## config.mk

```make
export PLATFORM = sky130hd
export DESIGN_NAME = mgmt_bus_arbiter
export DESIGN_NICKNAME = d
export VERILOG_FILES = /design/src/rtl/mgmt_pkg.sv /design/src/rtl/mgmt_req_slot.sv /design/src/rtl/mgmt_bus_arbiter.sv
export SDC_FILE = /design/constraint.sdc
export NUM_CORES = 1
export LEC_CHECK = 0
export ABC_AREA = 1
export ABC_CLOCK_PERIOD_IN_PS = 2200
export BUFFER_PORTS_ARGS = -buffer_cell sky130_fd_sc_hd__buf_2
export CORE_MARGIN = 4
export CORE_UTILIZATION = 54
export CTS_CLUSTER_DIAMETER = 120
export DETAILED_ROUTE_END_ITERATION = 12
export GPL_TIMING_DRIVEN = 0
export PLACE_DENSITY = 0.81
export SLEW_MARGIN = 10
export SYNTH_ARGS = -nofsm -noshare
export SYNTH_HDL_FRONTEND = slang
export SYNTH_SLANG_ARGS = --single-unit
```

## constraint.sdc

```tcl
create_clock -name clk -period 2.2 [get_ports clk]
set_clock_uncertainty 0.1 [all_clocks]
set_input_delay 0 -clock clk [delete_from_list [all_inputs] [get_ports clk]]
set_output_delay 0 -clock clk [all_outputs]
set_load 0.02 [all_outputs]
```

## src/rtl/mgmt_pkg.sv

```systemverilog
// Shared types and widths for the management bus arbiter.
package mgmt_pkg;

    localparam int unsigned MGMT_ADDR_W = 16;
    localparam int unsigned MGMT_DATA_W = 8;
    localparam int unsigned NUM_MASTERS = 2;

    // One buffered management operation.
    typedef struct packed {
        logic                   is_rd;
        logic [MGMT_ADDR_W-1:0] addr;
        logic [MGMT_DATA_W-1:0] data;
    } mgmt_op_t;

    typedef enum logic {
        IDLE    = 1'b0,
        RD_WAIT = 1'b1
    } arb_state_t;

endpackage

```

## src/rtl/mgmt_req_slot.sv

```systemverilog
// Single-entry request buffer for one master: capture, drop detection and sticky error.
// The slot stores operations in the package op format, so ADDR_WIDTH and DATA_WIDTH
// are expected to match MGMT_ADDR_W and MGMT_DATA_W.
module mgmt_req_slot
    import mgmt_pkg::*;
#(
    parameter int unsigned ADDR_WIDTH = MGMT_ADDR_W,
    parameter int unsigned DATA_WIDTH = MGMT_DATA_W
) (
    input  logic                  clk,
    input  logic                  rst_n,
    input  logic                  rd_en,
    input  logic                  wr_en,
    input  logic [ADDR_WIDTH-1:0] addr,
    input  logic [DATA_WIDTH-1:0] wr_data,
    input  logic                  free,
    input  logic                  err_set,
    input  logic                  err_clr,
    output logic                  ready,
    output logic                  err,
    output mgmt_op_t              op
);

    logic any_req;
    logic accept;
    logic drop;

    // Exactly one strobe into an empty slot is accepted; anything else is a drop.
    always_comb begin
        any_req = rd_en | wr_en;
        accept  = ready & (rd_en ^ wr_en);
        drop    = (rd_en & wr_en) | (any_req & ~ready);
    end

    // Slot occupancy, payload capture and sticky error (set beats clear).
    always_ff @(posedge clk or negedge rst_n) begin
        if (!rst_n) begin
            ready <= 1'b1;
            err   <= 1'b0;
            op    <= '0;
        end else begin
            if (accept) begin
                ready    <= 1'b0;
                op.is_rd <= rd_en;
                op.addr  <= MGMT_ADDR_W'(addr);
                op.data  <= wr_en ? MGMT_DATA_W'(wr_data) : '0;
            end else if (free) begin
                ready <= 1'b1;
            end
            if (drop || err_set) begin
                err <= 1'b1;
            end else if (err_clr) begin
                err <= 1'b0;
            end
        end
    end

endmodule

```

## src/rtl/mgmt_bus_arbiter.sv

```systemverilog
// Round-robin arbiter sharing the management register bus between two masters.
module mgmt_bus_arbiter
    import mgmt_pkg::*;
#(
    parameter int unsigned ADDR_WIDTH = MGMT_ADDR_W,
    parameter int unsigned DATA_WIDTH = MGMT_DATA_W,
    parameter int unsigned TIMEOUT    = 1023
) (
    input  logic                                 clk,
    input  logic                                 rst_n,
    input  logic [NUM_MASTERS-1:0]               s_rd_en,
    input  logic [NUM_MASTERS-1:0]               s_wr_en,
    input  logic [NUM_MASTERS-1:0][ADDR_WIDTH-1:0] s_addr,
    input  logic [NUM_MASTERS-1:0][DATA_WIDTH-1:0] s_wr_data,
    output logic [NUM_MASTERS-1:0]               s_ready,
    output logic [NUM_MASTERS-1:0]               s_rd_valid,
    output logic [NUM_MASTERS-1:0][DATA_WIDTH-1:0] s_rd_data,
    output logic [NUM_MASTERS-1:0]               s_wr_done,
    output logic [NUM_MASTERS-1:0]               s_err,
    input  logic [NUM_MASTERS-1:0]               s_err_clr,
    output logic                                 m_rd_en,
    output logic [ADDR_WIDTH-1:0]                m_rd_addr,
    input  logic                                 m_rd_valid,
    input  logic [DATA_WIDTH-1:0]                m_rd_data,
    output logic                                 m_wr_en,
    output logic [ADDR_WIDTH-1:0]                m_wr_addr,
    output logic [DATA_WIDTH-1:0]                m_wr_data
);

    localparam int unsigned TMR_W = $clog2(TIMEOUT + 1);

    arb_state_t        state_q, state_d;
    logic              grant_q, grant_d;
    logic              last_grant_q, last_grant_d;
    logic [TMR_W-1:0]  timer_q, timer_d;

    mgmt_op_t          slot_op [NUM_MASTERS];
    logic [NUM_MASTERS-1:0] slot_full;
    logic [NUM_MASTERS-1:0] slot_free;
    logic [NUM_MASTERS-1:0] slot_err_set;

    logic                  m_rd_en_d;
    logic [ADDR_WIDTH-1:0] m_rd_addr_d;
    logic                  m_wr_en_d;
    logic [ADDR_WIDTH-1:0] m_wr_addr_d;
    logic [DATA_WIDTH-1:0] m_wr_data_d;
    logic [NUM_MASTERS-1:0] s_rd_valid_d;
    logic [NUM_MASTERS-1:0][DATA_WIDTH-1:0] s_rd_data_d;
    logic [NUM_MASTERS-1:0] s_wr_done_d;

    logic     pick;
    mgmt_op_t pick_op;

    // One request buffer per master.
    for (genvar i = 0; i < int'(NUM_MASTERS); i++) begin : g_slot
        mgmt_req_slot #(
            .ADDR_WIDTH (ADDR_WIDTH),
            .DATA_WIDTH (DATA_WIDTH)
        ) u_slot (
            .clk     (clk),
            .rst_n   (rst_n),
            .rd_en   (s_rd_en[i]),
            .wr_en   (s_wr_en[i]),
            .addr    (s_addr[i]),
            .wr_data (s_wr_data[i]),
            .free    (slot_free[i]),
            .err_set (slot_err_set[i]),
            .err_clr (s_err_clr[i]),
            .ready   (s_ready[i]),
            .err     (s_err[i]),
            .op      (slot_op[i])
        );
    end

    assign slot_full = ~s_ready;

    // Next-state, grant selection, timeout and bus drive decisions.
    always_comb begin
        state_d      = state_q;
        grant_d      = grant_q;
        last_grant_d = last_grant_q;
        timer_d      = timer_q;
        m_rd_en_d    = 1'b0;
        m_rd_addr_d  = m_rd_addr;
        m_wr_en_d    = 1'b0;
        m_wr_addr_d  = m_wr_addr;
        m_wr_data_d  = m_wr_data;
        s_rd_valid_d = '0;
        s_rd_data_d  = s_rd_data;
        s_wr_done_d  = '0;
        slot_free    = '0;
        slot_err_set = '0;

        // Round-robin: a lone full slot wins, a tie goes away from the last grant.
        pick    = (slot_full == 2'b11) ? ~last_grant_q : slot_full[1];
        pick_op = slot_op[pick];

        unique case (state_q)
            IDLE: begin
                if (|slot_full) begin
                    grant_d      = pick;
                    last_grant_d = pick;
                    if (pick_op.is_rd) begin
                        m_rd_en_d   = 1'b1;
                        m_rd_addr_d = ADDR_WIDTH'(pick_op.addr);
                        timer_d     = '0;
                        state_d     = RD_WAIT;
                    end else begin
                        m_wr_en_d          = 1'b1;
                        m_wr_addr_d        = ADDR_WIDTH'(pick_op.addr);
                        m_wr_data_d        = DATA_WIDTH'(pick_op.data);
                        s_wr_done_d[pick]  = 1'b1;
                        slot_free[pick]    = 1'b1;
                    end
                end
            end
            RD_WAIT: begin
                if (m_rd_valid) begin
                    s_rd_valid_d[grant_q] = 1'b1;
                    s_rd_data_d[grant_q]  = m_rd_data;
                    slot_free[grant_q]    = 1'b1;
                    state_d               = IDLE;
                end else if (timer_q == TMR_W'(TIMEOUT)) begin
                    s_rd_valid_d[grant_q] = 1'b1;
                    s_rd_data_d[grant_q]  = '0;
                    slot_err_set[grant_q] = 1'b1;
                    slot_free[grant_q]    = 1'b1;
                    state_d               = IDLE;
                end else begin
                    timer_d = timer_q + TMR_W'(1);
                end
            end
            default: state_d = IDLE;
        endcase
    end

    // State, arbitration pointer, timer and registered bus/return outputs.
    always_ff @(posedge clk or negedge rst_n) begin
        if (!rst_n) begin
            state_q      <= IDLE;
            grant_q      <= 1'b0;
            last_grant_q <= 1'b1;
            timer_q      <= '0;
            m_rd_en      <= 1'b0;
            m_rd_addr    <= '0;
            m_wr_en      <= 1'b0;
            m_wr_addr    <= '0;
            m_wr_data    <= '0;
            s_rd_valid   <= '0;
            s_rd_data    <= '0;
            s_wr_done    <= '0;
        end else begin
            state_q      <= state_d;
            grant_q      <= grant_d;
            last_grant_q <= last_grant_d;
            timer_q      <= timer_d;
            m_rd_en      <= m_rd_en_d;
            m_rd_addr    <= m_rd_addr_d;
            m_wr_en      <= m_wr_en_d;
            m_wr_addr    <= m_wr_addr_d;
            m_wr_data    <= m_wr_data_d;
            s_rd_valid   <= s_rd_valid_d;
            s_rd_data    <= s_rd_data_d;
            s_wr_done    <= s_wr_done_d;
        end
    end

endmodule

```

==> summary.txt, run 1 <==
Status
  • Status: complete, no violations

Logic synthesis
  • Yosys top cell by area: dfrtp_1
  • Register area share after synthesis: 0.584
  • Avg Synthesized Cell Area: 8.83 um^2
  • Post-synth EDFFs: 0
  • Top cell type's share of synthesized area: 0.570
  • Fraction of registers with async set/reset: 1.00
  • Yosys warns: 0
  • Synth top area cells: dfrtp_1, nand2_1, o21ai_0, inv_1, nand3_1
  • Netlist cell types: 28
  • Prevailing post-synth register cell: dfrtp_1
  • Syn nets: 696
  • Seq cells post-synth: 129
  • Synthesized area: 0.00553 mm^2
  • Mapped Cells: 626

GRT
  • Vias in the first global route: 5,828
  • Antenna violations before repair: 1
  • Largest net degree at the start of global routing: 67
  • Overall Global Routing Usage: 0.321
  • First-pass GRT wire length: 29,000 um
  • Total gr overflow: 0

Timing
  • Slew headroom: 0.607
  • Setup_tns: 0 ns
  • WHS: 0.146 ns
  • Slew Viols, Final: 0
  • Crit path time final: 2.03 ns
  • Final Hold Viols: 0
  • Final worst slack: 0.166 ns
  • Final setup fails: 0
  • Slew of the pin with the lowest slew margin: 0.589 ns
  • Final Cycle Share: 0.925
  • Max Fclk: 492 MHz
  • RSZ-0062 raised after global routing: false

Placement
  • DP HPWL: 9860 um
  • Port Buffers: 129
  • Placer congestion estimate: 0.848
  • Pre-CTS WS: 0.166 ns

Power
  • PwrDens: 1540 mW/mm^2
  • Peak supply drop: 0.000832 V
  • P_leak: 4.03 nW

CTS
  • CTS Root Buffer Type: clkbuf_8
  • Clk sinks: 129
  • Reg clk slew, reported paths: 0.06 ns
  • Total CTS buffers: 17
  • Max Buffers Root-to-Sink: 2
  • CTS H-tree lvls: 4
  • Worst skew pair latency: 0.53 ns
  • TritonCTS clock tree: done

Flow run
  • Maxcap violations: 0

Hold path
  • Hold Crit Class: primary input to flop
  • Hold depth: 4

Cells and area
  • Net count reported at finish: 932
  • Commonest non-fill, non-tap cell in the layout: nand2_1
  • Area grow syn2layout: 41.8%
  • Commonest non-fill, non-tap cells in the layout: nand2_1, buf_2, dfrtp_1, dlygate4sd3_1, o21ai_0
  • Layout cell share with drive strength beyond 1: 0.253

Setup path
  • Buf/Inv on CP: 3
  • Levels on crit path: 6
  • WS Path Type: flop to flop
  • Critical path arrival: 2.38 ns
  • Critical Path Sink Type: flop
  • R2R cell count: 6
  • Slowest cell on crit path: dfstp_2
  • Critical path data required time: 2.54 ns
  • Crit-path cells: nand2_2, inv_4, clkbuf_4, nand3_1, dlygate4sd3_1, o21ai_0
  • Crit-path max cell delay: 0.59 ns
  • Critical-path maximum fanout: 10
  • Startpoint types: flop
  • Worst path top cell family by delay: buffers and inverters

Die
  • Rows: 36
  • Core area: 0.00986 mm^2
  • Num ports: 131
  • Chip width: 109 um
  • Full die area: 0.0119 mm^2
  • Die span in y: 109 um
  • Starting density of the core: 0.561

Route
  • Drt wl/cell: 18.0 um
  • Vias/cell: 5.53
  • DRC errors left: 0
  • Via count: 5,585
  • ANT nets after route: 0
  • DR iter-0 viols: 494
  • Final wirelength: 18,200 um
  • First-pass DRT Iterations: 7
==> kinds of logic after synthesis <==
group,count (synthesis),synth area share
AO/OA/AOI/OAI,109,0.108
XOR/XNOR,4,0.00634
adder cells (fa/ha/maj),5,0.0113
buffers and inverters,88,0.0715
flip-flops,129,0.584
AND/OR/NAND/NOR,291,0.218
==> cells in the mapped netlist, types with 2 or more instances <==
master and number:
clkbuf_1 14, ha_1 5, dfrtp_1 126, nand4_1 18
inv_2 4, buf_4 6, nor2_1 13, o21ai_1 17
o221ai_1 2, nand2_2 12, xor2_1 3, o21ai_0 74
dfstp_2 3, inv_1 47, a21oi_1 4, o21ai_2 11
nand3_1 25, nand2_1 219, buf_2 13, buf_6 2
==> state kept, by name, indices dropped and copies added (netlist names), 2 cells and up <==
signal               cells
g_slot.u_slot.op        50
m_rd_addr               16
m_wr_addr               16
s_rd_data               16
timer_q                 10
m_wr_data                8
g_slot.u_slot.err        2
g_slot.u_slot.ready      2
s_rd_valid               2
s_wr_done                2
==> worst register-to-register path, delay by kind of cell, from the launching register on <==
family | cells | cell delay (ns)
AO/OA/AOI/OAI | 1 | 0.07
AND/OR/NAND/NOR | 2 | 0.24
buffers and inverters | 3 | 0.96
flip-flops | 1 | 0.59
==> report_power, final <==
group          total [mW]  internal (mW)  switching (mW)
clock                2.74           1.62            1.12
sequential           4.10           3.46           0.637
combinational        5.21           1.70            3.51
total                12.1           6.78            5.27
==> per-layer routing <==
| layer | share of wire | track usage | wire length (um) |
|---|---|---|---|
| met5 | 0 | 0 | 0 |
| met4 | 0.062 | 0.191 | 1130 |
| met3 | 0.085 | 0.0906 | 1550 |
| met2 | 0.49 | 0.543 | 8940 |
| met1 | 0.36 | 0.360 | 6610 |
==> through the flow <==
step	cell area [um^2]	utilization	power, mW	instances
after global placement	6340	0.643	8.53	888
after CTS	7820	0.793	11.7	1008
after global routing	7840	0.795	12.7	1009
final	7840	0.795	12.1	1010
after floorplan	5530	-	7.18	626
after detailed placement	6380	0.646	8.71	889
==> timing repair <==
action / 4_1_cts / 5_1_grt
buffers inserted: 0 / 0
hold buffers: 87 / 0
gates resized for setup: 0 / 7
setup endpoints to repair: 0 / 4
hold endpoints to repair: 194 / 0
==> path summary, 6_finish.rpt <==
kind | startpoint | end | slack [ns]
max reg2reg | g_slot[0].u_slot.ready | g_slot[0].u_slot.op[6] | 0.17
min reg2reg | s_rd_data[2] | s_rd_data[2] | 0.36
max | g_slot[0].u_slot.ready | g_slot[0].u_slot.op[6] | 0.17
max in group asynchronous | rst_n | g_slot[0].u_slot.ready | 0.80
min in group asynchronous | rst_n | g_slot[1].u_slot.op[18] | 0.45
min | s_addr[22] | g_slot[1].u_slot.op[14] | 0.15
==> final cells by class <==
class                      count  area (um^2)
antenna                        2         5.00
buffer                        36          204
clock buffer                  17          414
clock inverter                15          161
fill                         543         2020
inverter                      52          198
multi-input combinational    409         1910
sequential                   129         3230
tap                          133          166
timing repair buffer         217         1550
(Power assumes the default switching activity.)
==> run 2: changes to the inputs <==
PLACE_DENSITY = 0.85   (was 0.81)
==> run 2 against run 1 <==
First-iteration DRC count grew 8.5%. Wire length shrank 2.1%. Largest cell class unchanged. Sequential share of layout area shrank 0.085 points. Non-clock buffer count grew 1. Power grew 0.30%. Register-to-register slack lost 0.05 ns. Largest power group unchanged. Via count grew 0.45%.
==> summary.txt, run 2 (synthesis results as in run 1) <==
GRT
  • Total gr overflow: 0
  • Largest net degree at the start of global routing: 90
  • First-pass GRT wire length: 28,300 um
  • Vias in the first global route: 5,647
  • Overall Global Routing Usage: 0.313
  • Antenna violations before repair: 1

Timing
  • Final Cycle Share: 0.948
  • Max Fclk: 479 MHz
  • Slew Viols, Final: 0
  • Final worst slack: 0.114 ns
  • Final setup fails: 0
  • Final Hold Viols: 0
  • Setup_tns: 0 ns
  • Slew of the pin with the lowest slew margin: 0.556 ns
  • RSZ-0062 raised after global routing: false
  • Crit path time final: 2.09 ns
  • Slew headroom: 0.629

Cells and area
  • Final cell count without fillers: 1,010
  • Net count reported at finish: 933
  • Area grow syn2layout: 42.1%
  • Largest register FFs: 50
  • Fillers: 520
  • Commonest non-fill, non-tap cells in the layout: nand2_1, buf_2, dfrtp_1, dlygate4sd3_1, o21ai_0
  • Most flop-heavy register: g_slot.u_slot.op
  • Layout cell share with drive strength beyond 1: 0.255
  • Area of the multi-input gates: 0.00191 mm^2
  • Register area: 0.00323 mm^2
  • Commonest non-fill, non-tap cell in the layout: nand2_1
  • Final instance area: 0.00786 mm^2

Placement
  • DP HPWL: 10,000 um
  • Dpl cells: 889
  • Port Buffers: 129
  • Placement Cell Area: 0.00638 mm^2
  • Placer congestion estimate: 0.872
  • Pre-CTS WS: 0.110 ns

CTS
  • Reg clk slew, reported paths: 0.06 ns
  • Worst skew pair latency: 0.54 ns
  • TritonCTS clock tree: done
  • Total CTS buffers: 17
  • Post CTS Setup Buffer Count: 0
  • Max Buffers Root-to-Sink: 2
  • Clk sinks: 129
  • CTS Root Buffer Type: clkbuf_8
  • CTS H-tree lvls: 4

Hold path
  • Hold Crit Class: primary input to flop
  • Hold Startpoint: s_addr[25]
  • Hold depth: 4

Die
  • Die span in y: 109 um
  • Full die area: 0.0119 mm^2
  • Starting density of the core: 0.561
  • Core area: 0.00986 mm^2
  • Rows: 36
  • Chip width: 109 um
  • Num ports: 131

Route
  • DRC errors left: 0
  • DR iter-0 viols: 536
  • Metal3 WL: 1510 um
  • Final wirelength: 17,800 um
  • ANT nets after route: 0
  • Met2 wire length: 8760 um
  • Vias/cell: 5.55
  • Met1 wire length: 6700 um
  • First-pass DRT Iterations: 8
  • Top layer in use: met4
  • Via count: 5,610
  • Drt wl/cell: 17.7 um

Setup path
  • Worst path top cell family by delay: buffers and inverters
  • WS Path Type: flop to flop
  • Critical Path Sink Type: flop
  • R2R cell count: 6
  • Levels on crit path: 6
  • Critical path data required time: 2.54 ns
  • Setup crit start: g_slot[0].u_slot.ready
  • Crit-path cells: nand2_2, inv_4, clkbuf_4, nand3_1, dlygate4sd3_1, o21ai_0
  • Slowest cell on crit path: dfstp_2
  • Buf/Inv on CP: 3
  • Crit-path max cell delay: 0.59 ns
  • Startpoint types: flop
  • Critical-path maximum fanout: 10
  • R2r startpoint: g_slot[0].u_slot.ready
  • Critical path arrival: 2.43 ns

Flow run
  • Maxcap violations: 0

Power
  • Overall power: 12.1 mW
  • P_leak: 4.04 nW
  • PwrDens: 1540 mW/mm^2
  • Peak supply drop: 0.000833 V

Status
  • Status: complete, no violations
[run 2: per-stage QoR]
stage / util / hold WS, ns
finish: 0.797 / 0.123
CTS: 0.795 / 0.0953
global placement: 0.643 / 0.0968
detailed placement: 0.646 / -0.162
floorplan: - / -0.396
global route: 0.797 / 0.135
[run 2: area by class of cell]
| type | count | share of cell area |
|---|---|---|
| sequential | 129 | 0.411 |
| multi-input combinational | 409 | 0.243 |
| timing repair buffer | 218 | 0.200 |
| clock buffer | 17 | 0.0527 |
| buffer | 36 | 0.0260 |
| inverter | 52 | 0.0252 |
| tap | 133 | 0.0212 |
| clock inverter | 15 | 0.0201 |
| antenna | 1 | 0.000318 |
[run 2: metal layers]
layer | up-vias | GRT usage
met2 | 363 | 0.508
li1 | 2475 | -
met5 | - | 0
met3 | 81 | 0.0841
met1 | 2691 | 0.377
met4 | 0 | 0.179
[run 2: worst reg2reg max path: cells and delay by family (launching register included)]
family / cells / cell delay [ns]
simple gates: 2 / 0.23
compound gates: 1 / 0.10
buf+inv: 3 / 0.98
flops: 1 / 0.59
[run 2: timing repair]
| item | CTS | global route |
|---|---|---|
| resized for setup | 0 | 8 |
| hold endpoints to repair | 194 | 0 |
| setup endpoints to repair | 0 | 4 |
| hold buffers | 88 | 0 |
[run 2: power breakdown]
part / switching [mW] / total [mW] / internal (mW)
sequential: 0.636 / 4.10 / 3.46
combinational: 3.56 / 5.27 / 1.70
clock: 1.11 / 2.73 / 1.62
[run 2: worst paths after layout]
check / endpoint / slack, ns
worst max register to register: g_slot[0].u_slot.op[6] / 0.11
worst max-delay path: g_slot[0].u_slot.op[6] / 0.11
worst min register to register: s_rd_data[10] / 0.37
min in group asynchronous: g_slot[1].u_slot.op[15] / 0.41
worst min-delay path: g_slot[1].u_slot.op[17] / 0.12
max in group asynchronous: g_slot[0].u_slot.ready / 1.13
